--- config.mk ---
export PLATFORM = sky130hd
export DESIGN_NAME = user_input_ctrl
export DESIGN_NICKNAME = d
export VERILOG_FILES = /design/src/rtl/user_input_ctrl.sv
export SDC_FILE = /design/constraint.sdc
export NUM_CORES = 1
export LEC_CHECK = 0
export ABC_CLOCK_PERIOD_IN_PS = 5000
export BUFFER_PORTS_ARGS = -buffer_cell sky130_fd_sc_hd__buf_2
export CORE_UTILIZATION = 53
export CTS_BUF_LIST = sky130_fd_sc_hd__clkbuf_4 sky130_fd_sc_hd__clkbuf_8
export DETAILED_ROUTE_END_ITERATION = 10
export HOLD_SLACK_MARGIN = 0.08
export MAX_ROUTING_LAYER = met4
export PLACE_DENSITY = 0.76
export SLEW_MARGIN = 20
export SYNTH_ARGS = -nofsm -noshare
export SYNTH_HDL_FRONTEND = slang
export SYNTH_SLANG_ARGS = --single-unit
--- constraint.sdc ---
create_clock -name clk -period 5 [get_ports clk]
set_clock_uncertainty 0.05 [all_clocks]
set_input_delay 0.5 -clock clk [delete_from_list [all_inputs] [get_ports clk]]
set_output_delay 0.5 -clock clk [all_outputs]
set_load 0.01 [all_outputs]
--- src/rtl/user_input_ctrl.sv ---
`default_nettype none
// ============================================================================
// Module      : user_input_ctrl
// Description : Debounced push-button front end for two keys plus a
//               synchronized slide-switch bus.
//               Each accepted key press yields a one-clock pulse. The switch
//               bus is snapshotted on every pulse.
// Ports       : clk             - system clock
//               rstN            - asynchronous active-low reset
//               key_jump_stateN - raw push-button, low = pressed
//               key_jump_addrN  - raw push-button, low = pressed
//               sw              - raw slide switches [SW_WIDTH]
//               jump_state      - one-clock pulse on accepted jump_state press
//               jump_addr       - one-clock pulse on accepted jump_addr press
//               sw_value        - switch snapshot taken with each pulse
//               key_busy        - either key FSM away from IDLE
// Option      : define USER_INPUT_AUTO_REPEAT_EN to enable auto-repeat of
//               jump_addr while its key stays held.
// Revision    : 1.0 - initial release
// ============================================================================
module user_input_ctrl #(
  parameter int DEBOUNCE_CYCLES = 8,
  parameter int REPEAT_CYCLES   = 16,
  parameter int SW_WIDTH        = 18
) (
  input  logic                clk,
  input  logic                rstN,
  input  logic                key_jump_stateN,
  input  logic                key_jump_addrN,
  input  logic [SW_WIDTH-1:0] sw,
  output logic                jump_state,
  output logic                jump_addr,
  output logic [SW_WIDTH-1:0] sw_value,
  output logic                key_busy
);

  localparam int CNT_MAX = (DEBOUNCE_CYCLES > REPEAT_CYCLES) ? DEBOUNCE_CYCLES : REPEAT_CYCLES;
  localparam int CNT_W   = $clog2(CNT_MAX + 1);

  localparam logic [CNT_W-1:0] CNT_ONE  = CNT_W'(1);
  localparam logic [CNT_W-1:0] DEB_FULL = CNT_W'(DEBOUNCE_CYCLES);
  localparam logic [CNT_W-1:0] DEB_LAST = CNT_W'(DEBOUNCE_CYCLES - 1);

  typedef enum logic [1:0] {
    ST_IDLE         = 2'd0,
    ST_PRESS_WAIT   = 2'd1,
    ST_HELD         = 2'd2,
    ST_RELEASE_WAIT = 2'd3
  } key_state_e;

  // --------------------------------------------------------------------------
  // Two-flop synchronizers. Keys idle high (released), switches idle low.
  // Bit 0 = jump_state key, bit 1 = jump_addr key.
  // --------------------------------------------------------------------------
  logic [1:0]          key_raw_n;
  logic [1:0]          key_meta_q;
  logic [1:0]          key_sync_q;
  logic [SW_WIDTH-1:0] sw_meta_q;
  logic [SW_WIDTH-1:0] sw_sync_q;

  assign key_raw_n = {key_jump_addrN, key_jump_stateN};

  always_ff @(posedge clk or negedge rstN) begin
    if (!rstN) begin
      key_meta_q <= 2'b11;
      key_sync_q <= 2'b11;
      sw_meta_q  <= '0;
      sw_sync_q  <= '0;
    end else begin
      key_meta_q <= key_raw_n;
      key_sync_q <= key_meta_q;
      sw_meta_q  <= sw;
      sw_sync_q  <= sw_meta_q;
    end
  end

  // --------------------------------------------------------------------------
  // Per-key debounce FSMs
  // --------------------------------------------------------------------------
  logic [1:0] press_vec;
  logic [1:0] busy_vec;
  logic       addr_rpt;

  for (genvar i = 0; i < 2; i++) begin : g_key
    key_state_e       state_q;
    key_state_e       state_d;
    logic [CNT_W-1:0] cnt_q;
    logic [CNT_W-1:0] cnt_d;
    logic             press_hit;
    logic             key_low;

    assign key_low = ~key_sync_q[i];

    // The pulse is decoded in the cycle whose closing edge commits the
    // PRESS_WAIT -> HELD move, so it appears DEBOUNCE_CYCLES+2 clocks after
    // the raw edge and sw_value (loaded on that edge) is valid one clock later.
    always_comb begin
      state_d   = state_q;
      cnt_d     = cnt_q;
      press_hit = 1'b0;
      case (state_q)
        ST_IDLE: begin
          if (key_low) begin
            state_d = ST_PRESS_WAIT;
            cnt_d   = '0;
          end
        end
        ST_PRESS_WAIT: begin
          if (!key_low) begin
            state_d = ST_IDLE;
            cnt_d   = '0;
          end else if (cnt_q >= DEB_LAST) begin
            state_d   = ST_HELD;
            cnt_d     = DEB_FULL;
            press_hit = 1'b1;
          end else begin
            cnt_d = cnt_q + CNT_ONE;
          end
        end
        ST_HELD: begin
          if (!key_low) begin
            state_d = ST_RELEASE_WAIT;
            cnt_d   = '0;
          end
        end
        ST_RELEASE_WAIT: begin
          if (key_low) begin
            state_d = ST_HELD;
            cnt_d   = DEB_FULL;
          end else if (cnt_q >= DEB_LAST) begin
            state_d = ST_IDLE;
            cnt_d   = '0;
          end else begin
            cnt_d = cnt_q + CNT_ONE;
          end
        end
        default: begin
          state_d = ST_IDLE;
          cnt_d   = '0;
        end
      endcase
    end

    always_ff @(posedge clk or negedge rstN) begin
      if (!rstN) begin
        state_q <= ST_IDLE;
        cnt_q   <= '0;
      end else begin
        state_q <= state_d;
        cnt_q   <= cnt_d;
      end
    end

    assign press_vec[i] = press_hit;
    assign busy_vec[i]  = (state_q != ST_IDLE);

    if (i == 1) begin : g_addr_repeat
`ifdef USER_INPUT_AUTO_REPEAT_EN
      localparam logic [CNT_W-1:0] RPT_LAST = CNT_W'(REPEAT_CYCLES - 1);

      logic [CNT_W-1:0] rpt_q;
      logic [CNT_W-1:0] rpt_d;
      logic             stay_held;

      // Only count while the key remains held; any high sample (the move into
      // RELEASE_WAIT) clears the count so a return to HELD restarts the period.
      assign stay_held = (state_q == ST_HELD) && key_low;

      always_comb begin
        rpt_d    = '0;
        addr_rpt = 1'b0;
        if (stay_held) begin
          if (rpt_q >= RPT_LAST) begin
            addr_rpt = 1'b1;
            rpt_d    = '0;
          end else begin
            rpt_d = rpt_q + CNT_ONE;
          end
        end
      end

      always_ff @(posedge clk or negedge rstN) begin
        if (!rstN) begin
          rpt_q <= '0;
        end else begin
          rpt_q <= rpt_d;
        end
      end
`else
      assign addr_rpt = 1'b0;
`endif
    end
  end

  // --------------------------------------------------------------------------
  // Outputs. jump_state wins a same-cycle collision; the addr pulse is dropped
  // while its FSM still advances normally.
  // --------------------------------------------------------------------------
  logic [SW_WIDTH-1:0] sw_value_q;
  logic [SW_WIDTH-1:0] sw_value_d;

  assign jump_state = press_vec[0];
  assign jump_addr  = (press_vec[1] | addr_rpt) & ~press_vec[0];
  assign key_busy   = |busy_vec;

  always_comb begin
    sw_value_d = sw_value_q;
    if (jump_state || jump_addr) begin
      sw_value_d = sw_sync_q;
    end
  end

  always_ff @(posedge clk or negedge rstN) begin
    if (!rstN) begin
      sw_value_q <= '0;
    end else begin
      sw_value_q <= sw_value_d;
    end
  end

  assign sw_value = sw_value_q;

endmodule
`default_nettype wire

# --- After elaboration in Yosys (flattened, before gate mapping) ---
# Cells that the tools add are included.
word_totals:
  regBits: 72
  latchBits: 0
  ram_bits: 0
  rom_bits: 0
  in_bits: 22
  output_inout_bits: 21
  word_cells: 73
  mem_count: 0
classes:
  n_addsub: 2
  mul: 0
  n_div: 0
  n_lt_le_gt_ge: 2
  n_eq_ne: 14
  n_shift: 0
  muxes: 34
  n_bitwise: 2
  n_reduce_logical: 10
ops:
  columns: ["operator", "n"]
  rows:
  - ["2-to-1 mux 5 bit", 12]
  - ["one-hot mux 5 bit (4 select lines)", 2]
  - ["2-to-1 mux 2 bit", 12]
  - ["one-hot mux 2 bit (4 select lines)", 2]
  - ["inequality test 3 bit, second input constant", 4]
  - ["adder 5 x 1 -> 5 bit, second input constant", 2]
  - [">= comparator 5 x 3 -> 1 bit, second input constant", 2]
  - ["== test 2 bit, second input constant", 4]
  - ["inequality test 2 bit, second input constant", 4]
  - ["AND reduction 4 bit", 2]
  - ["2-to-1 mux 1 bit", 6]
  - ["== test 2 x 1 -> 1 bit, second input constant", 2]
  - ["logical NOT 2 bit", 2]
  - ["AND reduction 2 bit", 2]
  - ["nonzero test 2 bit", 2]
  - ["OR reduction 2 bit", 1]
  - ["AND 1 bit", 1]
  - ["logical OR 1 bit", 1]
  - ["NOT 1 bit", 1]

# --- Depth between registers and ports, before layout ---
depth:
  word_depth: 7
  depth_mapped: 6

# --- Least setup slack after synthesis ---
# Ideal clock, no wire load.
synth_path:
  path_type: "reg-to-reg"
  start: "reg g_key[0].cnt_q[0]"
  end: "reg sw_value_q[10] (netlist: sw_value[10])"
  setup_ps: 125
  t_arrival_ps: 1838
  t_required_ps: 4825
  slack_ps: 2987
  path_stages_with_launch: 7
  n_path_buf: 1
  synth_period_minus_slack_ps: 2013
  path_cell_list: "dfrtp_1 > ha_1 > a211oi_2 > a2111oi_4 > a21oi_4 > buf_12 > mux2_4"
synth_via:
  elab_chain_cells: 7
synth_lines:
  columns: ["element", "line_no", "source"]
  rows:
  - ["from (decl)", "87", "logic [CNT_W-1:0] cnt_q;"]
  - ["from (signal assigned)", "150", "cnt_q <= cnt_d;"]
  - [">= comparator 5 x 3 -> 1 bit *", "112", "end else if (cnt_q >= DEB_LAST) begin"]
  - ["2-to-1 mux 1 bit *", "112", null]
  - ["2-to-1 mux 1 bit *", "109", "if (!key_low) begin"]
  - ["2-to-1 mux 1 bit *", "101", "case (state_q)"]
  - ["via jump_state", "31", "output logic jump_state,"]
  - ["NOT 1 bit", "203", "assign jump_addr = (press_vec[1] | addr_rpt) & ~press_vec[0];"]
  - ["AND 1 bit", "203", null]
  - ["logical OR 1 bit *", "208", "if (jump_state || jump_addr) begin"]
  - ["to (signal assigned)", "217", "sw_value_q <= sw_value_d;"]
  - ["to (decl)", "199", "logic [SW_WIDTH-1:0] sw_value_q;"]
# The timed path passes the listed nets; every way through them passes the cells marked *.
# A chain may end at the register's enable or synchronous reset.

# --- Worst setup path after layout ---
layout_path:
  start: "reg g_key[0].cnt_q[0]"
  end: "reg sw_value_q[4] (netlist: sw_value[4])"
layout_via:
  elab_chain_cells: 7
layout_lines:
  columns: ["element", "line_no"]
  rows:
  - [">= comparator 5 x 3 -> 1 bit *", "112"]
  - ["2-to-1 mux 1 bit *", "112"]
  - ["2-to-1 mux 1 bit *", "109"]
  - ["2-to-1 mux 1 bit *", "101"]
  - ["NOT 1 bit", "203"]
  - ["AND 1 bit", "203"]
  - ["logical OR 1 bit *", "208"]
# Every way passes the cells marked *; elsewhere a longest branch is shown, timed or not.

==> summary.md <==
| Metric | Value |
|---|---|
| Wire length per cell | `14.6 um` |
| Number of detailed-routing iterations run before antenna repair | `4` |
| Req. time, crit path | `about 5.2 ns` |
| Synthesis warning total | `0` |
| Fraction of synthesis flops using an asynchronous set or reset pin | `between 90% and 100%` |
| Clock latency on the worst-skew pair | `about 0.34 ns` |
| Final-layout fill cell count | `313` |
| Global placer's final weighted congestion | `roughly 0.75` |
| Run status | `finished, final reports clean` |
| Share of layout cells above drive strength 1 | `between 40% and 50%` |
| Area of the core | `around 0.0044 sq mm` |
| Most numerous cell types in the synthesized netlist | `68 x sky130_fd_sc_hd__dfrtp_1, 12 x sky130_fd_sc_hd__nor2_1, 10 x sky130_fd_sc_hd__mux2_4, 8 x sky130_fd_sc_hd__mux2_2, 8 x sky130_fd_sc_hd__nand2_1` |
| Post-detailed-route DRC marker count | `0` |
| Smallest hold slack | `about 0.21 ns` |
| Most instantiated library cell after synthesis | `sky130_fd_sc_hd__dfrtp_1` |
| Total grt overflow | `0` |
| Family with the most delay on the worst path | `compound AO/OA/AOI/OAI gates` |
| Post-route core utilization | `66.4%` |
| Routed via count divided by cell count | `5.10` |
| Reg2reg end | `sw_value[4]` |
| Cell type with the highest aggregate area in the netlist | `sky130_fd_sc_hd__dfrtp_1` |
| Count of unique library cells instantiated by Yosys | `32` |
| Syn_area_per_cell | `16.1 sq um` |
| Part of the Yosys area used for sequential elements | `between 70% and 80%` |
| CTS tree | `yes` |
| Sequential cell area in the final layout | `around 0.0018 sq mm` |
| Cts repair resizes | `0` |
| Cell Chain, Critical Path | `ha_1 > a211oi_2 > a2111oi_4 > a21oi_4 > mux2_2` |
| Mapped Nets | `177` |
| Final setup vio count | `0` |
| Aggregate routed wire length | `~3800 um` |
| Tightest Hold Check Type | `in -> reg` |
| Post-synthesis cell count | `~150` |
| Max rail drop VDD | `roughly 0.33 mV` |
| Worst setup slack after layout | `2.66 ns` |
| Worst-case clock buffer depth | `2` |
| Number of global-route vias before repair | `~1,400` |
| Transition time at the pin with the least slew margin | `0.833 ns` |
| Critical path class | `reg -> reg` |
| Clock transition at path regs | `approximately 0.08 ns` |
| Final Instance Count excl. Fillers | `261` |
| Tot Pwr | `around 1.5 mW` |
| Number of max-slew violations in the final report | `0` |
| Max Fclk | `between 400 and 500 MHz` |
| Cell type of the slowest stage on the worst timing path | `sky130_fd_sc_hd__a21oi_4` |
| Post-CTS Repair Setup Buffers | `0` |
| Diodes inserted | `0` |
| WHS Path Cells | `1` |
| Area of the mapped netlist | `between 0.002 and 0.0025 sq mm` |
| Leading cell types by total area after synthesis | `sky130_fd_sc_hd__dfrtp_1 69%, sky130_fd_sc_hd__mux2_4 6.1%, sky130_fd_sc_hd__dfstp_2 4.3%, sky130_fd_sc_hd__mux2_2 3.6%, sky130_fd_sc_hd__nor2_1 1.8%` |
| Antenna violations before repair | `0` |
| CTS Buf Count | `9` |
| Placed Cells incl. Taps | `roughly 250` |
| Die outline area | `approximately 0.005 sq mm` |
| Endpoint, Worst Hold | `key_meta_q[0]` |
| Final hold vios | `0` |
| Cell count of the worst reg-to-reg path | `5` |
| Global-route wire length before repair | `about 6400 um` |
| Register-to-register setup slack | `about 2.7 ns` |
| Dominant register cell in the synthesized netlist | `sky130_fd_sc_hd__dfrtp_1` |
| Final critical-path share of the clock period | `a little under half` |
| Hold buffers post-CTS | `0` |
| Critical Path AT | `2.51 ns` |
| Master cell of the clock root buffer | `sky130_fd_sc_hd__clkbuf_8` |
| Count of nets left with antenna violations after detail routing | `0` |
| Fraction of post-synthesis cell area in the top cell type by area | `between 60% and 70%` |
| Power per Cell Area | `around 520 mW/mm^2` |
| Sink Count | `slightly above 70` |
| Crit-path max cell delay | `slightly above 0.6 ns` |
| Critical Path Sink Type | `flop` |
| Maximum number of pins on one net before global-route repair | `73` |
| Number of register bits inferred by synthesis | `between 70 and 80` |
| Area growth, synth to finish | `18.6%` |
| RSZ-0062 raised after global routing | `false` |
| Slew headroom | `between 40 and 50%` |
| Post-layout min period | `about 2.3 ns` |
| Nets | `~230` |
| Chip width | `around 70 um` |
| Crit path max fanout | `18` |
| Total area of multi-input combinational cells | `just over 600 sq um` |
| Initial Util | `a little under three fifths` |
| GRT Resource Usage Total | `between 10% and 20%` |
| Cell Rows | `24` |
| Aggregate negative setup slack | `0 ns` |
| Placed Area | `roughly 0.0027 sq mm` |
| Static Leakage | `between 1 and 1.5 nW` |
| DR vias | `~1,300` |
| Die H | `around 70 um` |
| Detailed router's first-iteration violation count | `between 80 and 90` |
| Worst Path Buf+Inv | `0` |
| Max-capacitance violation count | `0` |
| Launch instance of the worst min-delay path | `key_jump_stateN` |
| Post-Layout Inst Area | `just under 0.003 sq mm` |
| I/O pin total | `43` |
| H-Tree Depth | `3` |
| Estimated wirelength of the detail-placed design | `2590 um` |
| R2R Path Start | `g_key[0].cnt_q[0]` |
| Number of buffers inserted by port buffering | `42` |
| Startpoint Class | `flop` |
| EDFF count, synth | `0` |
| Worst slack at placement | `between 2 and 3 ns` |
## power breakdown
| group | switching (mW) | internal [mW] |
|---|---|---|
| clock network | 0.203 | 0.256 |
| registers | 0.0725 | 0.685 |
| logic | 0.153 | 0.161 |
## cells in the final DEF (no fill, tap or decap), drive strengths merged
cell type | netlist | routed
buf | 2 | 43
a22o | 1 | 1
dfrtp | 68 | 68
o21ai | 3 | 3
a21o | 1 | 1
mux2i | 3 | 3
o22a | 1 | 1
dfstp | 4 | 4
nor3 | 1 | 1
a32o | 1 | 1
ha | 2 | 2
nor3b | 1 | 1
inv | 7 | 7
clkinvlp | 0 | 2
clkinv | 0 | 1
bufinv | 0 | 1
a21oi | 4 | 4
and2 | 3 | 3
a2111oi | 1 | 1
o2111ai | 1 | 1
o22ai | 2 | 2
xor2 | 1 | 1
nor2 | 12 | 12
clkbuf | 1 | 12
nand2b | 1 | 1
nand2 | 8 | 8
o32ai | 1 | 1
nand3 | 2 | 2
a211oi | 1 | 1
mux2 | 18 | 18
xnor2 | 2 | 2
## final cells by class
cell class,instances,share of cell area [%]
clock buffer,12,5.21
tap,52,2.22
inverter,7,0.897
sequential,72,61.7
clock inverter,4,1.84
timing repair buffer,43,7.43
multi-input combinational,71,20.8
## state kept, by name, indices dropped and copies added, names as in the netlist, named ones only
name / count
g_key.cnt_q: 10
sw_meta_q: 18
key_meta_q: 2
sw_sync_q: 18
sw_value: 18
key_sync_q: 2
g_key.state_q: 2
## per-layer routing
layer	routed length [um]	GRT usage [%]
met1	1590	21.3
met2	1960	28.0
met3	145	7.22
met4	104	9.33
met5	0	-
## how the worst max path moves through the flow
stage	startpoint	slack (ns)	to	cells after the start
6_report	g_key[0].cnt_q[0]	2.66	sw_value[4]	5
5_1_grt	g_key[0].cnt_q[0]	2.50	sw_value[4]	5
4_1_cts	g_key[0].cnt_q[0]	2.63	sw_value[4]	5
3_5_place_dp	g_key[0].cnt_q[0]	2.66	sw_value[4]	5
3_3_place_gp	g_key[0].cnt_q[0]	2.75	sw_value[0]	5
2_1_floorplan	g_key[0].cnt_q[0]	2.99	sw_value[10]	6
## logic make-up (layout without fill, tap and decap cells)
family	count (synthesis)	in the layout	synth area share [%]
compound gates	17	17	6.64
xor+xnor	3	3	1.06
fa+ha+maj	2	2	1.01
buf+inv	10	66	2.23
flops	72	72	73.2
mux	21	21	10.9
simple gates	28	28	4.96
No activity file was read; power rests on OpenSTA's default activity.
